<file path="src/rtl/alu_share_arbiter.sv">
// ---------------------------------------------------------------------------
// alu_share_arbiter
//
// Purpose: time-shares a single combinational ALU between NUM_REQ requesters.
// A round-robin arbiter picks one valid request while idle and latches its
// operands. The ALU result is then registered and returned to the granted
// requester with a valid/ready handshake. Only one operation is in flight at
// any time: IDLE -> EXEC -> RESP -> IDLE.
//
// Ports:
//   clk        rising-edge clock
//   reset      asynchronous, active-high reset
//   req_valid  per-requester operation request
//   req_a      operand A, slice i = [32*i+31:32*i]
//   req_b      operand B, slice i = [32*i+31:32*i]
//   req_op     ALU op code, slice i = [4*i+3:4*i]
//   req_ready  one-hot accept strobe (combinational, IDLE only)
//   rsp_valid  one-hot result valid (RESP only)
//   rsp_data   registered ALU result, shared by all requesters
//   rsp_err    set when the op code was above 10 (rsp_data is then 0)
//   rsp_ready  per-requester result accept; only the granted bit matters
//   busy       high whenever the FSM is not in IDLE
// ---------------------------------------------------------------------------
module alu_share_arbiter #(
  parameter int NUM_REQ = 2,
  parameter int IDW     = (NUM_REQ > 1) ? $clog2(NUM_REQ) : 1
) (
  input  logic                  clk,
  input  logic                  reset,
  input  logic [NUM_REQ-1:0]    req_valid,
  input  logic [NUM_REQ*32-1:0] req_a,
  input  logic [NUM_REQ*32-1:0] req_b,
  input  logic [NUM_REQ*4-1:0]  req_op,
  output logic [NUM_REQ-1:0]    req_ready,
  output logic [NUM_REQ-1:0]    rsp_valid,
  output logic [31:0]           rsp_data,
  output logic                  rsp_err,
  input  logic [NUM_REQ-1:0]    rsp_ready,
  output logic                  busy
);

  localparam logic [1:0] IDLE = 2'd0;
  localparam logic [1:0] EXEC = 2'd1;
  localparam logic [1:0] RESP = 2'd2;

  // Requester count at index width + 1, used for modulo wrap arithmetic.
  localparam logic [IDW:0] NREQ = NUM_REQ[IDW:0];

  logic [1:0]     state_reg, state_next;
  logic [IDW-1:0] rr_ptr_reg;
  logic [IDW-1:0] grant_reg;
  logic [31:0]    a_reg, b_reg;
  logic [3:0]     op_reg;
  logic [31:0]    rsp_data_reg;
  logic           rsp_err_reg;

  logic [31:0]    a_arr  [NUM_REQ];
  logic [31:0]    b_arr  [NUM_REQ];
  logic [3:0]     op_arr [NUM_REQ];
  logic [IDW-1:0] cand   [NUM_REQ];

  logic           win_found;
  logic [IDW-1:0] win_idx;
  logic [IDW-1:0] gidx;
  logic [IDW:0]   gidx_inc;
  logic [IDW-1:0] rr_wrap;
  logic [31:0]    alu_c;

  // -------------------------------------------------------------------------
  // Per-requester operand unpacking and the rotated scan order.
  // cand[k] is the k-th requester examined, starting from rr_ptr.
  // -------------------------------------------------------------------------
  generate
    for (genvar gi = 0; gi < NUM_REQ; gi++) begin : g_req
      localparam int             OFS_I = gi;
      localparam logic [IDW:0]   OFS   = OFS_I[IDW:0];
      logic [IDW:0] sum;
      logic [IDW:0] wrap;

      assign a_arr[gi]  = req_a[32*gi +: 32];
      assign b_arr[gi]  = req_b[32*gi +: 32];
      assign op_arr[gi] = req_op[4*gi +: 4];

      assign sum      = {1'b0, rr_ptr_reg} + OFS;
      assign wrap     = sum - NREQ;
      assign cand[gi] = (sum >= NREQ) ? wrap[IDW-1:0] : sum[IDW-1:0];

      // Reset forces the accept strobe low even while req_valid is held.
      assign req_ready[gi] = !reset && (state_reg == IDLE) && win_found &&
                             (win_idx == OFS[IDW-1:0]);
      assign rsp_valid[gi] = (state_reg == RESP) && (gidx == OFS[IDW-1:0]);
    end
  endgenerate

  // Walk the scan order from lowest to highest priority so the last hit,
  // i.e. the one closest to rr_ptr, wins.
  always_comb begin
    win_found = 1'b0;
    win_idx   = '0;
    for (int k = NUM_REQ - 1; k >= 0; k--) begin
      if (req_valid[cand[k]]) begin
        win_found = 1'b1;
        win_idx   = cand[k];
      end
    end
  end

  // Out-of-range grant values (only possible for non-power-of-2 NUM_REQ)
  // fall back to requester 0.
  assign gidx     = ({1'b0, grant_reg} < NREQ) ? grant_reg : '0;
  assign gidx_inc = {1'b0, gidx} + {{IDW{1'b0}}, 1'b1};
  assign rr_wrap  = (gidx_inc == NREQ) ? '0 : gidx_inc[IDW-1:0];

  // -------------------------------------------------------------------------
  // Shared ALU. Shift amounts use B[4:0]; results wrap at 32 bits.
  // -------------------------------------------------------------------------
  function automatic logic [31:0] alu(input logic [31:0] a,
                                      input logic [31:0] b,
                                      input logic [3:0]  op);
    case (op)
      4'd0:    alu = a + b;
      4'd1:    alu = a << b[4:0];
      4'd2,
      4'd3:    alu = {31'd0, (a < b)};
      4'd4:    alu = a ^ b;
      4'd5:    alu = a >> b[4:0];
      4'd6:    alu = $signed(a) >>> b[4:0];
      4'd7:    alu = a | b;
      4'd8:    alu = a & b;
      4'd9:    alu = a - b;
      4'd10:   alu = b;
      default: alu = 32'd0;
    endcase
  endfunction

  assign alu_c = alu(a_reg, b_reg, op_reg);

  // -------------------------------------------------------------------------
  // FSM
  // -------------------------------------------------------------------------
  always_comb begin
    state_next = state_reg;
    case (state_reg)
      IDLE:    if (win_found) state_next = EXEC;
      EXEC:    state_next = RESP;
      RESP:    if (rsp_ready[gidx]) state_next = IDLE;
      default: state_next = IDLE;
    endcase
  end

  always_ff @(posedge clk or posedge reset) begin
    if (reset) begin
      state_reg    <= IDLE;
      rr_ptr_reg   <= '0;
      grant_reg    <= '0;
      a_reg        <= '0;
      b_reg        <= '0;
      op_reg       <= '0;
      rsp_data_reg <= '0;
      rsp_err_reg  <= 1'b0;
    end else begin
      state_reg <= state_next;
      case (state_reg)
        IDLE: begin
          // Operands are sampled only on the accept edge.
          if (win_found) begin
            a_reg     <= a_arr[win_idx];
            b_reg     <= b_arr[win_idx];
            op_reg    <= op_arr[win_idx];
            grant_reg <= win_idx;
          end
        end
        EXEC: begin
          rsp_data_reg <= alu_c;
          rsp_err_reg  <= (op_reg > 4'd10);
        end
        RESP: begin
          if (rsp_ready[gidx]) rr_ptr_reg <= rr_wrap;
        end
        default: ;
      endcase
    end
  end

  assign rsp_data = rsp_data_reg;
  assign rsp_err  = rsp_err_reg;
  assign busy     = (state_reg != IDLE);

endmodule

</file>
<file path="config.mk">
export PLATFORM = sky130hd
export DESIGN_NAME = alu_share_arbiter
export DESIGN_NICKNAME = d
export VERILOG_FILES = /design/src/rtl/alu_share_arbiter.sv
export SDC_FILE = /design/constraint.sdc
export NUM_CORES = 1
export LEC_CHECK = 0
export ABC_AREA = 1
export CELL_PAD_IN_SITES_DETAIL_PLACEMENT = 0
export CELL_PAD_IN_SITES_GLOBAL_PLACEMENT = 1
export CORE_MARGIN = 1.5
export CORE_UTILIZATION = 39
export CTS_CLUSTER_SIZE = 10
export DETAILED_ROUTE_END_ITERATION = 7
export MAX_ROUTING_LAYER = met4
export PLACE_DENSITY_LB_ADDON = 0.2
export SYNTH_ARGS = -nofsm -noshare
export SYNTH_HDL_FRONTEND = slang
export SYNTH_SLANG_ARGS = --single-unit
</file>
<file path="constraint.sdc">
create_clock -name clk -period 3.76 [get_ports clk]
set_clock_uncertainty 0.2 [all_clocks]
set_input_delay 0.564 -clock clk [delete_from_list [all_inputs] [get_ports clk]]
set_output_delay 0.564 -clock clk [all_outputs]
set_load 0.01 [all_outputs]
</file>
# [Word-level counts from Yosys, hierarchy flattened]
# Index checks and enable logic that the tools add are counted.
# W data, S select, Z words.
[totals] register_bits=105 inputBits=142 output_inout_bits=38 wordCells=86
[op_classes] n_addsub=6 order_cmp=8 eq_ne=15 shifts=3 n_mux=26 bitwise=6 n_reduce_logical=14
[ops] operator="$pmux W32 S10" count=1
[ops] operator="$mux W32" count=6
[ops] operator="$add A32 B32 Y32" count=1
[ops] operator="$and A32 B32 Y32" count=1
[ops] operator="$lt A32 B32 Y1" count=1
[ops] operator="$or A32 B32 Y32" count=1
[ops] operator="$shl A32 B5 Y32" count=1
[ops] operator="$shr A32 B5 Y32" count=1
[ops] operator="$sshr A32 B5 Y32" count=1
[ops] operator="$sub A32 B32 Y32" count=1
[ops] operator="$xor A32 B32 Y32" count=1
[ops] operator="$eq A4 B3 Y1 const B" count=4
[ops] operator="$mux W1" count=13
[ops] operator="$eq A4 B4 Y1 const B" count=3
[ops] operator="$mux W4" count=3
[ops] operator="$eq A4 B2 Y1 const B" count=2
[ops] operator="$logic_and A1 B1 Y1" count=6
[ops] operator="$lt A1 B2 Y1 const B" count=3
[ops] operator="$pmux W2 S3" count=1
[ops] operator="$reduce_and A2 Y1" count=3
[ops] operator="$add A1 B1 Y2 const B" count=2
[ops] operator="$eq A2 B2 Y1 const B" count=2
[ops] operator="$eq A4 B1 Y1 const B" count=1
[ops] operator="$ge A2 B2 Y1 const B" count=2
[ops] operator="other kinds (14)" count=17

# [Longest topological paths before layout]
[logic_depth] depth_word=11 mapped_depth=21 ltp_nobuf=18

# [Worst setup path before layout]
# OpenSTA, ideal clock, no wires.
[synth_timing] kind="reg2reg" from="register b_reg[3]" to="register rsp_data_reg[31], in the netlist rsp_data[31]" setup_ns=0.118 arrival_time_ns=2.504 required_ns=3.442 slack_ns=0.938 stages_incl_launch_ff=21 synth_period_minus_slack_ns=2.822 cell_sequence="dfrtp_1 clkbuf_2 inv_2 buf_2 buf_1 ha_1 buf_2 nor2_1 nand2_1 inv_1 nand2_1 nand2_1 nand2_1 nand2_1 nand2_1 nand2_1 nand2_1 nand3_1 nand3_1 nand2_1 nand2_1"
[synth_via] elab_chain_len=2 elab_cells_between_ends=6 cone_classes="add/sub: 2; shift: 3; mux: 1"
[synth_lines] item="start: declaration" line_no="52" rtl="logic [31:0] a_reg, b_reg;"
[synth_lines] item="start signal: assignment" line_no="168" rtl="b_reg <= b_arr[win_idx];"
[synth_lines] item="$sub A32 B32 Y32 (tied with other cells)" line_no="130" rtl="4'd9: alu = a - b;"
[synth_lines] item="$pmux W32 S10 *" line_no="120" rtl="case (op)"
[synth_lines] item="end signal: assignment" line_no="174" rtl="rsp_data_reg <= alu_c;"
[synth_lines] item="end: declaration" line_no="54" rtl="logic [31:0] rsp_data_reg;"
# Every way passes the cells marked *; elsewhere a longest branch is shown, timed or not.
# A chain may end at the register's enable or synchronous reset.

# [Worst setup path after layout]
[layout_timing] from="register b_reg[0]" to="register rsp_data_reg[28], in the netlist rsp_data[28]"
# Same word-level chain as after synthesis.

==> summary.md <==
| Metric | Value |
|---|---|
| Tmin final | `3320 ps` |
| Max clock buf depth | `2` |
| Reg area | `2630 um^2` |
| Hold Vio Cnt, Final | `0` |
| Worst-Margin Slew | `872 ps` |
| DRC | `0` |
| Int Power | `6.59 mW` |
| Net switching fraction of the power | `66.1%` |
| Sequential power share | `12.3%` |
| Top-count cell post-synth | `nand2_1` |
| I/O Buffers | `179` |
| Post-Synthesis Cells | `2,526` |
| Met2 GRT Util | `59.3%` |
| Setup repair bufs after CTS | `0` |
| Status | `finished clean` |
| Post-synth top flop | `dfrtp_1` |
| RSZ-0062 raised after global routing | `no` |
| Synthesized net count | `2,772` |
| Core area | `36,400 um^2` |
| Met3 Resource Use GR | `6.80%` |
| Starting DRT DRC Count | `2,249` |
| Hold_ws | `281 ps` |
| Share of the yosys chip area belonging to registers | `18.3%` |
| # clock sinks | `105` |
| Clock power frac | `5.4%` |
| Most frequent cells after synthesis | `nand2_1, nand3_1, inv_1` |
| Post-synth EDFFs | `0` |
| Die area | `37,900 um^2` |
| Netlist Area Pre-Place | `14,300 um^2` |
| Setup total negative slack | `0 ps` |
| Yosys cell types | `46` |
| CP startpoint kind | `flop` |
| Final Net Count | `2,869` |
| Initial antenna violation count | `0` |
| Top cell type by total area after synthesis | `nand2_1` |
| Crit-path max cell delay | `450 ps` |
| Setup crit end kind | `flop` |
| CP required | `3860 ps` |
| Pwr/cell area | `1170 nW/um^2` |
| Switching power | `12.9 mW` |
| Total GRT Usage | `39.3%` |
| Grt peak-use layer | `met2` |
| Synth Register Bits | `105` |
| Critical Path AT | `3420 ps` |
| Hold Path Class | `reg2reg` |
| Grt ovf | `0` |
| Vias per cell | `5.94` |
| Combinational share of power | `82.3%` |
| Peak supply drop | `0.000617 V` |
| Routability congestion estimate | `1.04` |
| Via count | `18,400` |
| Placed instance area | `16,400 um^2` |
| Ys async rst share | `100%` |
| Finish-stage setup viols | `0` |
| Dominant cells by area after synthesis | `nand2_1, dfrtp_1, nand3_1` |
| First-pass GRT wire length | `108,000 um` |
| Ports | `180` |
| Routed length per instance | `23.8 um` |
| Fillers | `4,049` |
| CP max FO | `39` |
| Critical path cell sequence | `buf_4, inv_4, nand2_1, nand3_1, nand2_1, nand2_1, nand2_1, nand2_1, nand3_1, nand2_1, nor2_1, nand3_1, nand2_1, nand2_1` |
| Number of global-route vias before repair | `17,000` |
| Footprint of the multi-input gates | `9980 um^2` |
| Slowest CP cell | `buf_4` |
| Fmax achieved | `0.301 GHz` |
| Final Cell Area | `16,700 um^2` |
| Final ANT Viol Nets | `0` |
| Tcrit/Tclk final | `88.3%` |
| Area share of the largest cell type after synthesis | `20.1%` |
| Die W | `195 um` |
| TritonCTS Buffers | `9` |
| Htree depth | `3` |
| Rel. slew slack | `41.8%` |
| WS Path Type | `reg2reg` |
| Layout cells sized above 1 | `4.15%` |
| Clock Latency Late Sink | `410 ps` |
| Hpwl dp | `58,000 um` |
| Drt total wl | `73,800 um` |
| Router iterations before antenna repair | `6` |
| Pins Over Slew Limit | `0` |
| Largest net degree at the start of global routing | `76` |
| Rows | `70` |
| Global Route met1 Usage | `52.4%` |
| CTS tree | `done` |
| Mean Syn Cell Area | `5.68 um^2` |
| # hold bufs at CTS | `0` |
| CTS Root Cell | `clkbuf_16` |
| Initial core utilization | `39.4%` |
| Die H | `195 um` |
| Max-cap violations | `0` |
| Yosys warns | `0` |
| P&R area growth vs syn | `16.4%` |
| Crit path top cell by count | `nand2_1` |
| Pleak | `8.35 nW` |
| PostCTS Resize Cnt | `0` |
| Clock transition at the registers of the reported paths | `90 ps` |
cells in the final DEF (no fill, tap or decap), drive strengths merged, types with 11 or more instances in the layout:
master,count
nor2,252
o22ai,92
clkdlybuf4s50,179
nand4,33
buf,35
nand3,416
o21ai,150
nor3,28
ha,102
o211ai,22
inv,301
and2,11
dfrtp,105
a21oi,72
nand2,775
per-layer routing:
| layer | vias up | part of all wire (%) |
|---|---|---|
| met1 | 8792 | 44 |
| met4 | 0 | 4.0 |
| met2 | 940 | 44 |
| met5 | - | 0 |
| li1 | 8491 | - |
| met3 | 184 | 8.7 |
power groups by stage:
stage,logic [mW],clock network (mW),registers [mW]
4_1_cts,15.5,1.06,2.36
5_1_grt,17.3,1.10,2.44
3_3_place_gp,15.4,0,2.36
6_report,16.0,1.06,2.39
3_5_place_dp,15.4,0,2.38
2_1_floorplan,10.2,0,2.13
worst paths after layout:
path	startpoint	slack, ps	endpoint	cells past startpoint
worst max-delay path	b_reg[0]	440	rsp_data[28]	14
worst min-delay path	rsp_data[9]	280	rsp_data[9]	2
worst max register to register	b_reg[0]	440	rsp_data[28]	14
worst min register to register	rsp_data[9]	280	rsp_data[9]	2
max in group asynchronous	reset	2170	a_reg[10]	3
min in group asynchronous	reset	430	gidx	2
critical path, delay by kind of cell, from the launching register on:
family	cells	cell delay, ps
buf+inv	2	750
simple gates	12	1870
flops	1	350
layout make-up:
type,count,share of cell area (%)
Multi-Input combinational cell,1996,59.8
Sequential cell,105,15.8
Antenna cell,1,0.0150
Inverter,297,6.74
Clock buffer,9,1.35
Clock inverter,7,0.412
Timing Repair Buffer,214,12.5
Tap cell,468,3.51
cell families (layout without fill, tap and decap cells):
| kind of cell | Yosys count | count (layout) | synth area share, % |
|---|---|---|---|
| muxes | 1 | 1 | 0.0698 |
| buffers and inverters | 425 | 527 | 12.1 |
| adders and majority gates | 104 | 104 | 9.18 |
| other | 0 | 1 | 0 |
| xor gates and xnor gates | 1 | 1 | 0.0611 |
| DFF | 105 | 105 | 18.3 |
| AOI/OAI and AO/OA | 363 | 363 | 14.4 |
| and+or+nand+nor | 1527 | 1527 | 45.8 |
per-stage QoR:
| step | worst slack (ps) | cells | power, mW | utilization (%) |
|---|---|---|---|---|
| detailed placement | 569 | 3080 | 17.8 | 45.0 |
| global route | 280 | 3096 | 20.8 | 45.8 |
| CTS | 564 | 3096 | 18.9 | 45.8 |
| floorplan | 235 | 2526 | 12.3 | - |
| global placement | 553 | 3080 | 17.8 | 45.0 |
| finish | 438 | 3097 | 19.5 | 45.8 |
(Power assumes the default switching activity.)
